<file path="src/rtl/apb_cmd_master.sv">
// ---------------------------------------------------------------------------
// apb_cmd_master
//   APB4 initiator: turns one single-beat host command at a time into an APB
//   SETUP/ACCESS transfer and holds the response (read data + slave error)
//   until the host consumes it.
//
// Optional build macro: APB_CMD_MASTER_TIMEOUT_EN
//   Adds an ACCESS wait-state counter. A transfer that sees TIMEOUT_CYCLES
//   consecutive pready=0 cycles is aborted and answered with rsp_err=1,
//   rsp_rdata=0. Without the macro ACCESS waits for pready indefinitely.
//
// Ports:
//   clk, rst                  clock, asynchronous active-high reset
//   cmd_valid/cmd_ready       host command handshake (cmd_ready registered)
//   cmd_write/addr/wdata/strb command payload
//   rsp_valid/rsp_ready       response handshake
//   rsp_rdata, rsp_err        captured prdata (0 for writes) and error
//   psel/penable/pwrite       APB control
//   paddr/pwdata/pstrb        APB address, write data, strobes
//   prdata/pready/pslverr     APB slave response
// ---------------------------------------------------------------------------
module apb_cmd_master #(
  parameter int ADDR_W         = 12,
  parameter int DATA_W         = 32,
  parameter int TIMEOUT_CYCLES = 255
) (
  input  logic                  clk,
  input  logic                  rst,
  input  logic                  cmd_valid,
  output logic                  cmd_ready,
  input  logic                  cmd_write,
  input  logic [ADDR_W-1:0]     cmd_addr,
  input  logic [DATA_W-1:0]     cmd_wdata,
  input  logic [DATA_W/8-1:0]   cmd_strb,
  output logic                  rsp_valid,
  input  logic                  rsp_ready,
  output logic [DATA_W-1:0]     rsp_rdata,
  output logic                  rsp_err,
  output logic                  psel,
  output logic                  penable,
  output logic                  pwrite,
  output logic [ADDR_W-1:0]     paddr,
  output logic [DATA_W-1:0]     pwdata,
  output logic [DATA_W/8-1:0]   pstrb,
  input  logic [DATA_W-1:0]     prdata,
  input  logic                  pready,
  input  logic                  pslverr
);

  typedef enum logic [1:0] {S_IDLE, S_SETUP, S_ACCESS, S_RESP} state_e;

  state_e                state_q, state_d;
  logic                  cmd_ready_q, cmd_ready_d;
  logic                  psel_q, psel_d;
  logic                  penable_q, penable_d;
  logic                  pwrite_q, pwrite_d;
  logic [ADDR_W-1:0]     paddr_q, paddr_d;
  logic [DATA_W-1:0]     pwdata_q, pwdata_d;
  logic [DATA_W/8-1:0]   pstrb_q, pstrb_d;
  logic                  rsp_valid_q, rsp_valid_d;
  logic [DATA_W-1:0]     rsp_rdata_q, rsp_rdata_d;
  logic                  rsp_err_q, rsp_err_d;

`ifdef APB_CMD_MASTER_TIMEOUT_EN
  localparam int CNT_W = ($clog2(TIMEOUT_CYCLES + 1) > 8) ? $clog2(TIMEOUT_CYCLES + 1) : 8;
  logic [CNT_W-1:0] wait_cnt_q, wait_cnt_d;

  always_ff @(posedge clk or posedge rst) begin
    if (rst) wait_cnt_q <= '0;
    else     wait_cnt_q <= wait_cnt_d;
  end
`endif

  always_ff @(posedge clk or posedge rst) begin
    if (rst) begin
      state_q     <= S_IDLE;
      cmd_ready_q <= 1'b0;
      psel_q      <= 1'b0;
      penable_q   <= 1'b0;
      pwrite_q    <= 1'b0;
      paddr_q     <= '0;
      pwdata_q    <= '0;
      pstrb_q     <= '0;
      rsp_valid_q <= 1'b0;
      rsp_rdata_q <= '0;
      rsp_err_q   <= 1'b0;
    end else begin
      state_q     <= state_d;
      cmd_ready_q <= cmd_ready_d;
      psel_q      <= psel_d;
      penable_q   <= penable_d;
      pwrite_q    <= pwrite_d;
      paddr_q     <= paddr_d;
      pwdata_q    <= pwdata_d;
      pstrb_q     <= pstrb_d;
      rsp_valid_q <= rsp_valid_d;
      rsp_rdata_q <= rsp_rdata_d;
      rsp_err_q   <= rsp_err_d;
    end
  end

  always_comb begin
    state_d     = state_q;
    psel_d      = psel_q;
    penable_d   = penable_q;
    pwrite_d    = pwrite_q;
    paddr_d     = paddr_q;
    pwdata_d    = pwdata_q;
    pstrb_d     = pstrb_q;
    rsp_valid_d = rsp_valid_q;
    rsp_rdata_d = rsp_rdata_q;
    rsp_err_d   = rsp_err_q;
`ifdef APB_CMD_MASTER_TIMEOUT_EN
    wait_cnt_d  = wait_cnt_q;
`endif

    unique case (state_q)
      S_IDLE: begin
        if (cmd_valid && cmd_ready_q) begin
          state_d  = S_SETUP;
          psel_d   = 1'b1;
          pwrite_d = cmd_write;
          paddr_d  = cmd_addr;
          // Reads drive zero data and strobes on the bus.
          pwdata_d = cmd_write ? cmd_wdata : '0;
          pstrb_d  = cmd_write ? cmd_strb  : '0;
        end
      end
      S_SETUP: begin
        state_d   = S_ACCESS;
        penable_d = 1'b1;
`ifdef APB_CMD_MASTER_TIMEOUT_EN
        wait_cnt_d = '0;
`endif
      end
      S_ACCESS: begin
        if (pready) begin
          state_d     = S_RESP;
          psel_d      = 1'b0;
          penable_d   = 1'b0;
          rsp_valid_d = 1'b1;
          rsp_err_d   = pslverr;
          rsp_rdata_d = pwrite_q ? '0 : prdata;
`ifdef APB_CMD_MASTER_TIMEOUT_EN
        end else if (wait_cnt_q == CNT_W'(TIMEOUT_CYCLES - 1)) begin
          // This cycle is the TIMEOUT_CYCLES-th wait state: give up.
          state_d     = S_RESP;
          psel_d      = 1'b0;
          penable_d   = 1'b0;
          rsp_valid_d = 1'b1;
          rsp_err_d   = 1'b1;
          rsp_rdata_d = '0;
        end else begin
          wait_cnt_d = wait_cnt_q + 1'b1;
`endif
        end
      end
      S_RESP: begin
        if (rsp_ready) begin
          state_d     = S_IDLE;
          rsp_valid_d = 1'b0;
        end
      end
      default: state_d = S_IDLE;
    endcase

    // Registered ready: high exactly while the FSM sits in IDLE, so it is
    // still low in the first cycle after reset release.
    cmd_ready_d = (state_d == S_IDLE);
  end

  assign cmd_ready = cmd_ready_q;
  assign psel      = psel_q;
  assign penable   = penable_q;
  assign pwrite    = pwrite_q;
  assign paddr     = paddr_q;
  assign pwdata    = pwdata_q;
  assign pstrb     = pstrb_q;
  assign rsp_valid = rsp_valid_q;
  assign rsp_rdata = rsp_rdata_q;
  assign rsp_err   = rsp_err_q;

endmodule

</file>
<file path="config.mk">
export PLATFORM = sky130hd
export DESIGN_NAME = apb_cmd_master
export DESIGN_NICKNAME = d
export VERILOG_FILES = /design/src/rtl/apb_cmd_master.sv
export SDC_FILE = /design/constraint.sdc
export NUM_CORES = 1
export LEC_CHECK = 0
export CORE_MARGIN = 2
export CORE_UTILIZATION = 67
export CTS_CLUSTER_SIZE = 20
export DETAILED_ROUTE_END_ITERATION = 6
export DONT_BUFFER_PORTS = 1
export PLACE_DENSITY = 0.83
export SYNTH_ARGS = -nofsm -noshare
export SYNTH_HDL_FRONTEND = slang
export SYNTH_SLANG_ARGS = --single-unit
</file>
<file path="constraint.sdc">
create_clock -name clk -period 5.2 [get_ports clk]
set_input_delay 0.52 -clock clk [delete_from_list [all_inputs] [get_ports clk]]
set_output_delay 0.52 -clock clk [all_outputs]
set_load 0.1 [all_outputs]
</file>
After elaboration in Yosys (flattened, before gate mapping):

Index checks and enable logic that the tools add are counted.

* equal/unequal tests: 6
* mux-type cells: 14
* reductions and logical operators: 11

Operators with widths (number)
* $mux 32: 2
* $pmux 2 s4: 1
* $mux 2: 3
* $ne 2x2->1 const B: 3
* $pmux 1 s2: 3
* $reduce_and 2->1: 3
* $reduce_and 3->1: 2
* $reduce_bool 2->1: 3
* $eq 2x2->1 const B: 2
* $logic_not 2->1: 2
* $mux 1: 4
* $mux 4: 1
* $eq 2x1->1 const B: 1
* $logic_and 1x1->1: 1

* register bits after elaboration: 88
* input port bits: 87
* output and inout port bits: 86

Depth between registers and ports, before layout:

Gate-level depths: netlist of run 1.

* depth in word-level cells: 4
* gate-level depth with buffers: 7

Worst setup path before layout of run 1:

Ideal clock, no wire load.

* kind: register -> register
* start point: register cmd_ready_q (netlist: cmd_ready)
* end point: register paddr_q[11] (netlist: paddr[11])
* library setup time: 125 ps
* arrival time: 1683 ps
* data required time: 5075 ps
* path slack: 3392 ps
* stages on the path, launching flop included: 5
* buffers on the path: 2
* clock period less this slack: 1808 ps
* path through: dfrtp_1 nand4bb_1 buf_4 buf_6 mux2_4

* longest elaborated chain between the ends: 2

Ends and longest elaborated chain
* start: declaration: RTL line 53 `logic cmd_ready_q, cmd_ready_d;`
* start signal: assignment: RTL line 89 `cmd_ready_q <= cmd_ready_d;`
* $logic_and 1x1->1: RTL line 119 `if (cmd_valid && cmd_ready_q) begin`
* $reduce_and 2->1 (no source line)
* end signal: assignment: RTL line 93 `paddr_q <= paddr_d;`
* end: declaration: RTL line 57 `logic [ADDR_W-1:0] paddr_q, paddr_d;`

No other way between the ends.
A chain may end at the register's enable or synchronous reset.

Worst setup path in the final report of run 1:

* start point: register cmd_ready_q (netlist: cmd_ready)
* end point: register pwdata_q[5] (netlist: pwdata[5])

* longest elaborated chain between the ends: 2

Ends and longest elaborated chain
* $logic_and 1x1->1: RTL line 119
* $reduce_and 2->1 (no source line)
* end signal: assignment: RTL line 94 `pwdata_q <= pwdata_d;`
* end: declaration: RTL line 58 `logic [DATA_W-1:0] pwdata_q, pwdata_d;`

No other way between the ends.

==> results of run 1 <==
## through the flow
stage               hold slack [ns]  instance area (sq um)  util [%]  std cells  setup slack, ns
floorplan                     0.523                   3580         -        350             2.40
global placement              0.569                   3580      69.6        400             2.62
detailed placement            0.584                   3580      69.6        400             2.55
CTS                           0.283                   3800      73.9        415             2.55
global route                  0.283                   3800      73.9        415             2.35
finish                        0.302                   3800      73.9        415             2.55
## final cells by class
cell class,count,share of cell area (%)
Clock buffer,10,3.62
Clock inverter,5,2.14
Inverter,2,0.231
Multi-Input combinational cell,235,32.7
Sequential cell,88,58.0
Tap cell,70,2.31
Timing Repair Buffer,5,0.988
## critical path: stages (launching register included)
cell	delay [ns]
dfrtp_1	0.98
nand4bb_4	0.84
buf_4	0.49
nand2_1	0.08
o21ai_0	0.11
## cell families after synthesis
group	Yosys count
muxes	14
DFF	88
AOI/OAI and AO/OA	74
buffers and inverters	27
and+or+nand+nor	147
## layout by cell type (no fill, tap or decap)
cell type	instances
nand3b_1	1
a21oi_1	2
clkinv_4	1
nand2_1	110
o21ai_0	67
o211ai_1	1
nand4bb_4	1
bufinv_16	2
nand2b_1	32
inv_1	1
clkbuf_8	10
dfrtp_1	88
clkinv_2	2
o21a_1	1
clkinvlp_4	1
mux2_4	13
nand3_1	1
mux2_2	1
o21ai_1	3
buf_4	5
nor2_1	2
## layer usage
layer  vias to the layer above  track usage, %  share of wire (%)  wire [microns]
li1                       1105               -                  -               -
met1                      1038            30.2                 39            2700
met2                       122            38.3                 49            3350
met3                        13            8.94                9.8             676
met4                         0            10.0                2.0             138
met5                         -               0                  0               0
## registers in the layout (all words and copies together) (netlist names), 2 cells and up
name       flops
paddr         12
pstrb          4
pwdata        32
rsp_rdata     32
state_q        2
## worst paths after layout
kind | start | end | cells after the start
worst min-delay path | cmd_wdata[21] | pwdata[21]$_DFFE_PP0P_ | 2
max in group asynchronous | rst | rsp_rdata[21]$_DFFE_PP0P_ | 2
worst max register to register | cmd_ready$_DFF_PP0_ | pwdata[5]$_DFFE_PP0P_ | 4
worst max-delay path | cmd_ready$_DFF_PP0_ | pwdata[5]$_DFFE_PP0P_ | 4
min in group asynchronous | rst | pwdata[10]$_DFFE_PP0P_ | 2
worst min register to register | state_q[1]$_DFF_PP0_ | penable$_DFFE_PP0P_ | 1
==> metrics.txt, run 1 <==
fill cell count=404; port bufs=0; largest family of logic cells by synthesized area=simple AND/OR/NAND/NOR gates; CTS Sinks=88; WL per Instance=16.5 microns; Clock Path Buffers=2; drt drc=0; area of the multi-input gates=1240 sq um; sequential area share after synthesis=61.5%; main flop type after synthesis=dfrtp_1; DRC marker count from the first detailed-route iteration=116; CP Class=reg2reg; first-pass GRT wire length=11,100 microns; status=finished, final reports clean; Yosys top cell by area=dfrtp_1; crit end category=flip-flop; largest net degree at the start of global routing=89; Netlist cell types=19; register area=2200 sq um; skew final=0.0129 ns; DR vias/cell=5.49; Routed Antenna Nets=0; latest clock arrival within the worst-skew pair=about 0.34 ns; vias post-DR=2,278; Cell Area, Synth=3580 sq um; global route overflow=0; hpwl dp=a little under 5000 microns; setup bufs post-CTS=0; placement row count=26; Area contributors post-synth=dfrtp_1, nand2_1, o21ai_0; Slew @ Worst Pin=1.06 ns; hold buffer count at CTS=0; initial antenna violation count=0; critical path peak fanout=between 50 and 60; adder-cell share of the synthesized area=0%; post-synthesis compound-gate area fraction=10.5%; Post-synth ARST share=100%; Final setup violation count=0; Synth Area per Inst=10.2 sq um; Core Box Area=around 5100 sq um; share of the synthesized area in the top cell type=around 60%; worst hold path class=in2reg; clk slew on worst S/H paths=0.09 ns; synthesis-to-layout area growth=6.12%; H-tree depth=3; Slew headroom=29.4%; Clk Tree Root Cell=clkbuf_8; DRT Wirelength=6860 microns; Max Transition Viols Final=0; CTS tree=yes; Num CTS Buffers=9; Reg2Reg Setup Slack=2.55 ns; final worst path period share=51.0%; Resized cells post-CTS=0; Hold Vio Cnt, Final=0; IO Count=173; RSZ-0062 raised after global routing=false; Initial Utilization=69.6%; Die Y=slightly below 80 microns; XOR/XNOR Fraction of Synth Area=0%; post-synthesis mux area share=under 10%; Placer Congestion=0.722; Synth Warn #=0; Synth Area in Simple Gates=18.0%; vias in the first global route=2,215; DR pass1 iterations=6; antenna fix cells=0; Mapped Cells=350; Horiz. Die Dim=around 77 microns; Post-synth EDFFs=0; fin crit period=~2.7 ns; share of layout cells above drive strength 1=10.4%; max-cap check violation count=0; Mapped Nets=437; Die Area=5940 sq um; Startpoint Class=flip-flop; critical path arrival=2.85 ns; synth cell count leaders=nand2_1, dfrtp_1, o21ai_0, nand2b_1; setup TNS=0 ns; CP required=roughly 5.4 ns; synthesized flop and latch total=88; fin nets=428; Total GRT Usage=24.2%; cell with the most instances after synthesis=nand2_1; Max Fclk=between 300 and 400 MHz
Power of run 1 is not shown: default switching activity piles up to over one toggle a cycle in this logic, so the estimate is an artifact.
==> inputs of run 2 (changes only) <==
--- a/config.mk
+++ b/config.mk
@@ -6,11 +6,11 @@
 export NUM_CORES = 1
 export LEC_CHECK = 0
 export CORE_MARGIN = 2
-export CORE_UTILIZATION = 67
+export CORE_UTILIZATION = 62
 export CTS_CLUSTER_SIZE = 20
 export DETAILED_ROUTE_END_ITERATION = 6
 export DONT_BUFFER_PORTS = 1
-export PLACE_DENSITY = 0.83
+export PLACE_DENSITY = 0.78
 export SYNTH_ARGS = -nofsm -noshare
 export SYNTH_HDL_FRONTEND = slang
 export SYNTH_SLANG_ARGS = --single-unit
==> constraint.sdc (replaced) <==
create_clock -name clk -period 2.45 [get_ports clk]
set_input_delay 0.245 -clock clk [delete_from_list [all_inputs] [get_ports clk]]
set_output_delay 0.245 -clock clk [all_outputs]
set_load 0.1 [all_outputs]
==> run 2 against run 1 <==
  * Die area grew 7.6%
  * Critical path depth unchanged
  * Maximum frequency grew 34%
  * Count of clock-buffer cells in the layout up 2
  * Final area increased by 1.3%
  * Final cell count up 2.4%
  * Flip-flop and latch count unchanged
  * Register-to-register slack worse by 2.1 ns
  * Critical endpoint is now pwdata[27]$_DFFE_PP0P_
  * Largest cell class unchanged
==> metrics.txt, run 2 (synthesis gave the netlist of run 1 again) <==
status=finished, final reports clean (unchanged); latest clock arrival within the worst-skew pair=0.34 ns (about the same); DR vias/cell=5.42 (was 5.49); reg-to-reg endpoint=pwdata[27]$_DFFE_PP0P_ (was pwdata[5]$_DFFE_PP0P_); Final setup violation count=0 (unchanged); FF-to-FF Start=state_q[0]$_DFF_PP0_ (was cmd_ready$_DFF_PP0_); vias in the first global route=2,293 (was 2,215); vias post-DR=2,302 (was 2,278); crit end category=flip-flop (unchanged); DRC marker count from the first detailed-route iteration=156 (was 116); Hold Path Stages=1 (was 2); DRT Wirelength=7160 microns (was 6860 microns); CP required=2.66 ns (was 5.40 ns); port bufs=0 (unchanged); IO Count=173 (unchanged); clk slew on worst S/H paths=0.08 ns (was 0.09 ns); reg2reg path depth=4 (unchanged); post-route setup slack=0.474 ns (was 2.55 ns); CTS tree=yes (unchanged); final worst path period share=80.7% (was 51.0%); fin crit period=1.98 ns (was 2.65 ns); Placer Congestion=0.816 (was 0.722); Horiz. Die Dim=80.0 microns (was 77.1 microns); Startpoint Class=flip-flop (unchanged); Initial Utilization=64.6% (was 69.6%); Die Area=6400 sq um (was 5940 sq um); Buf/Inv on CP=1 (unchanged); WHS Endpoint=state_q[0]$_DFF_PP0_ (was pwdata[21]$_DFFE_PP0P_); max-cap check violation count=0 (unchanged); Die Y=80.0 microns (was 77.1 microns); skew final=0.00868 ns (was 0.0129 ns); Cell Chain, Critical Path=nand4bb_4 -> buf_4 -> nand2_1 -> o21ai_0 (unchanged); Max Fclk=506 MHz (was 377 MHz); Clock Path Buffers=2 (unchanged); critical hold path startpoint=rsp_ready (was cmd_wdata[21]); Worst path top cell family by delay=simple AND/OR/NAND/NOR gates (was flip-flops); worst hold path class=in2reg (unchanged); antenna fix cells=0 (unchanged); Clk Tree Root Cell=clkbuf_8 (unchanged); Num CTS Buffers=9 (unchanged); Routed Antenna Nets=0 (unchanged); hpwl dp=5130 microns (was 4820 microns); Hold Vio Cnt, Final=0 (unchanged); DR pass1 iterations=4 (was 6); share of layout cells above drive strength 1=12.2% (was 10.4%); CP Class=reg2reg (unchanged); setup TNS=0 ns (unchanged); CP peak stage delay=0.76 ns (was 0.98 ns); Total GRT Usage=22.7% (was 24.2%); placement row count=27 (was 26); WL per Instance=16.9 microns (was 16.5 microns); most frequent cells in the layout=nand2_1, dfrtp_1, o21ai_0 (unchanged); critical path peak fanout=49 (was 59); critical path arrival=2.18 ns (was 2.85 ns); CTS Sinks=88 (unchanged); worst-path cell with the longest stage delay=nand4bb_4 (was dfrtp_1); Reg2Reg Setup Slack=0.47 ns (was 2.55 ns); RSZ-0062 raised after global routing=false (unchanged); fill cell count=429 (was 404); dpl ws=0.460 ns (was 2.55 ns); initial antenna violation count=0 (unchanged); synthesis-to-layout area growth=7.52% (was 6.12%); Slew headroom=37.7% (was 29.4%); most common cell after layout, fill and taps aside=nand2_1 (unchanged); Core Box Area=5540 sq um (was 5140 sq um); fin nets=438 (was 428); Max Transition Viols Final=0 (unchanged); first-pass GRT wire length=11,000 microns (was 11,100 microns); Slew @ Worst Pin=0.934 ns (was 1.06 ns); global route overflow=0 (unchanged); H-tree depth=3 (unchanged); drt drc=0 (unchanged); largest net degree at the start of global routing=69 (was 89)
[run 2: changes by cell type in the layout (fill, tap and decap cells not counted), sizes merged]
cell and change:
clkinv -2, dlygate4sd3 +1, clkbuf +2, buf +9
bufinv -2
[run 2: through the flow]
step / hold WS (ns) / area [sq um] / utilization, % / instances
6_report: 0.0216 / 3850 / 69.4 / 425
3_5_place_dp: 0.196 / 3680 / 66.4 / 411
2_1_floorplan: 0.369 / 3580 / - / 350
5_1_grt: 0.0161 / 3850 / 69.4 / 425
4_1_cts: 0.00605 / 3850 / 69.4 / 425
3_3_place_gp: 0.199 / 3680 / 66.4 / 411
[run 2: worst max path at each step]
stage	start	end	slack, ns	cells past startpoint
2_1_floorplan	cmd_ready$_DFF_PP0_	paddr[11]$_DFFE_PP0P_	0.64	4
3_3_place_gp	state_q[0]$_DFF_PP0_	pwdata[25]$_DFFE_PP0P_	0.53	4
3_5_place_dp	state_q[0]$_DFF_PP0_	pwdata[27]$_DFFE_PP0P_	0.46	4
4_1_cts	state_q[0]$_DFF_PP0_	pwdata[27]$_DFFE_PP0P_	0.45	4
5_1_grt	state_q[0]$_DFF_PP0_	pwdata[9]$_DFFE_PP0P_	0.29	3
6_report	state_q[0]$_DFF_PP0_	pwdata[27]$_DFFE_PP0P_	0.47	4
[run 2: routing by layer]
| metal | vias to the layer above | track usage [%] | routed length, microns |
|---|---|---|---|
| li1 | 1124 | - | - |
| met1 | 1042 | 28.2 | 2840 |
| met2 | 118 | 35.4 | 3410 |
| met3 | 18 | 9.28 | 746 |
| met4 | 0 | 9.15 | 165 |
| met5 | - | 0 | 0 |
[run 2: worst register-to-register path, stage by stage (launching register included)]
cell,delay [ns]
dfrtp_1,0.45
nand4bb_4,0.76
buf_4,0.45
nand2_1,0.08
o21ai_0,0.11
[run 2: repair_timing]
item | CTS | global route
buffers inserted | 0 | 0
endpoints found under the hold margin | 24 | 0
resized for setup | 0 | 0
hold buffers | 1 | 0
[run 2: layout make-up]
cell class,count,area (sq um),share of cell area [%]
sequential,88,2200,57.3
multi-input combinational,235,1240,32.3
clock buffer,12,155,4.03
timing repair buffer,15,140,3.64
tap,72,90.1,2.34
inverter,2,11.3,0.293
clock inverter,1,5.00,0.130
Power of run 2 is left out for the same reason.
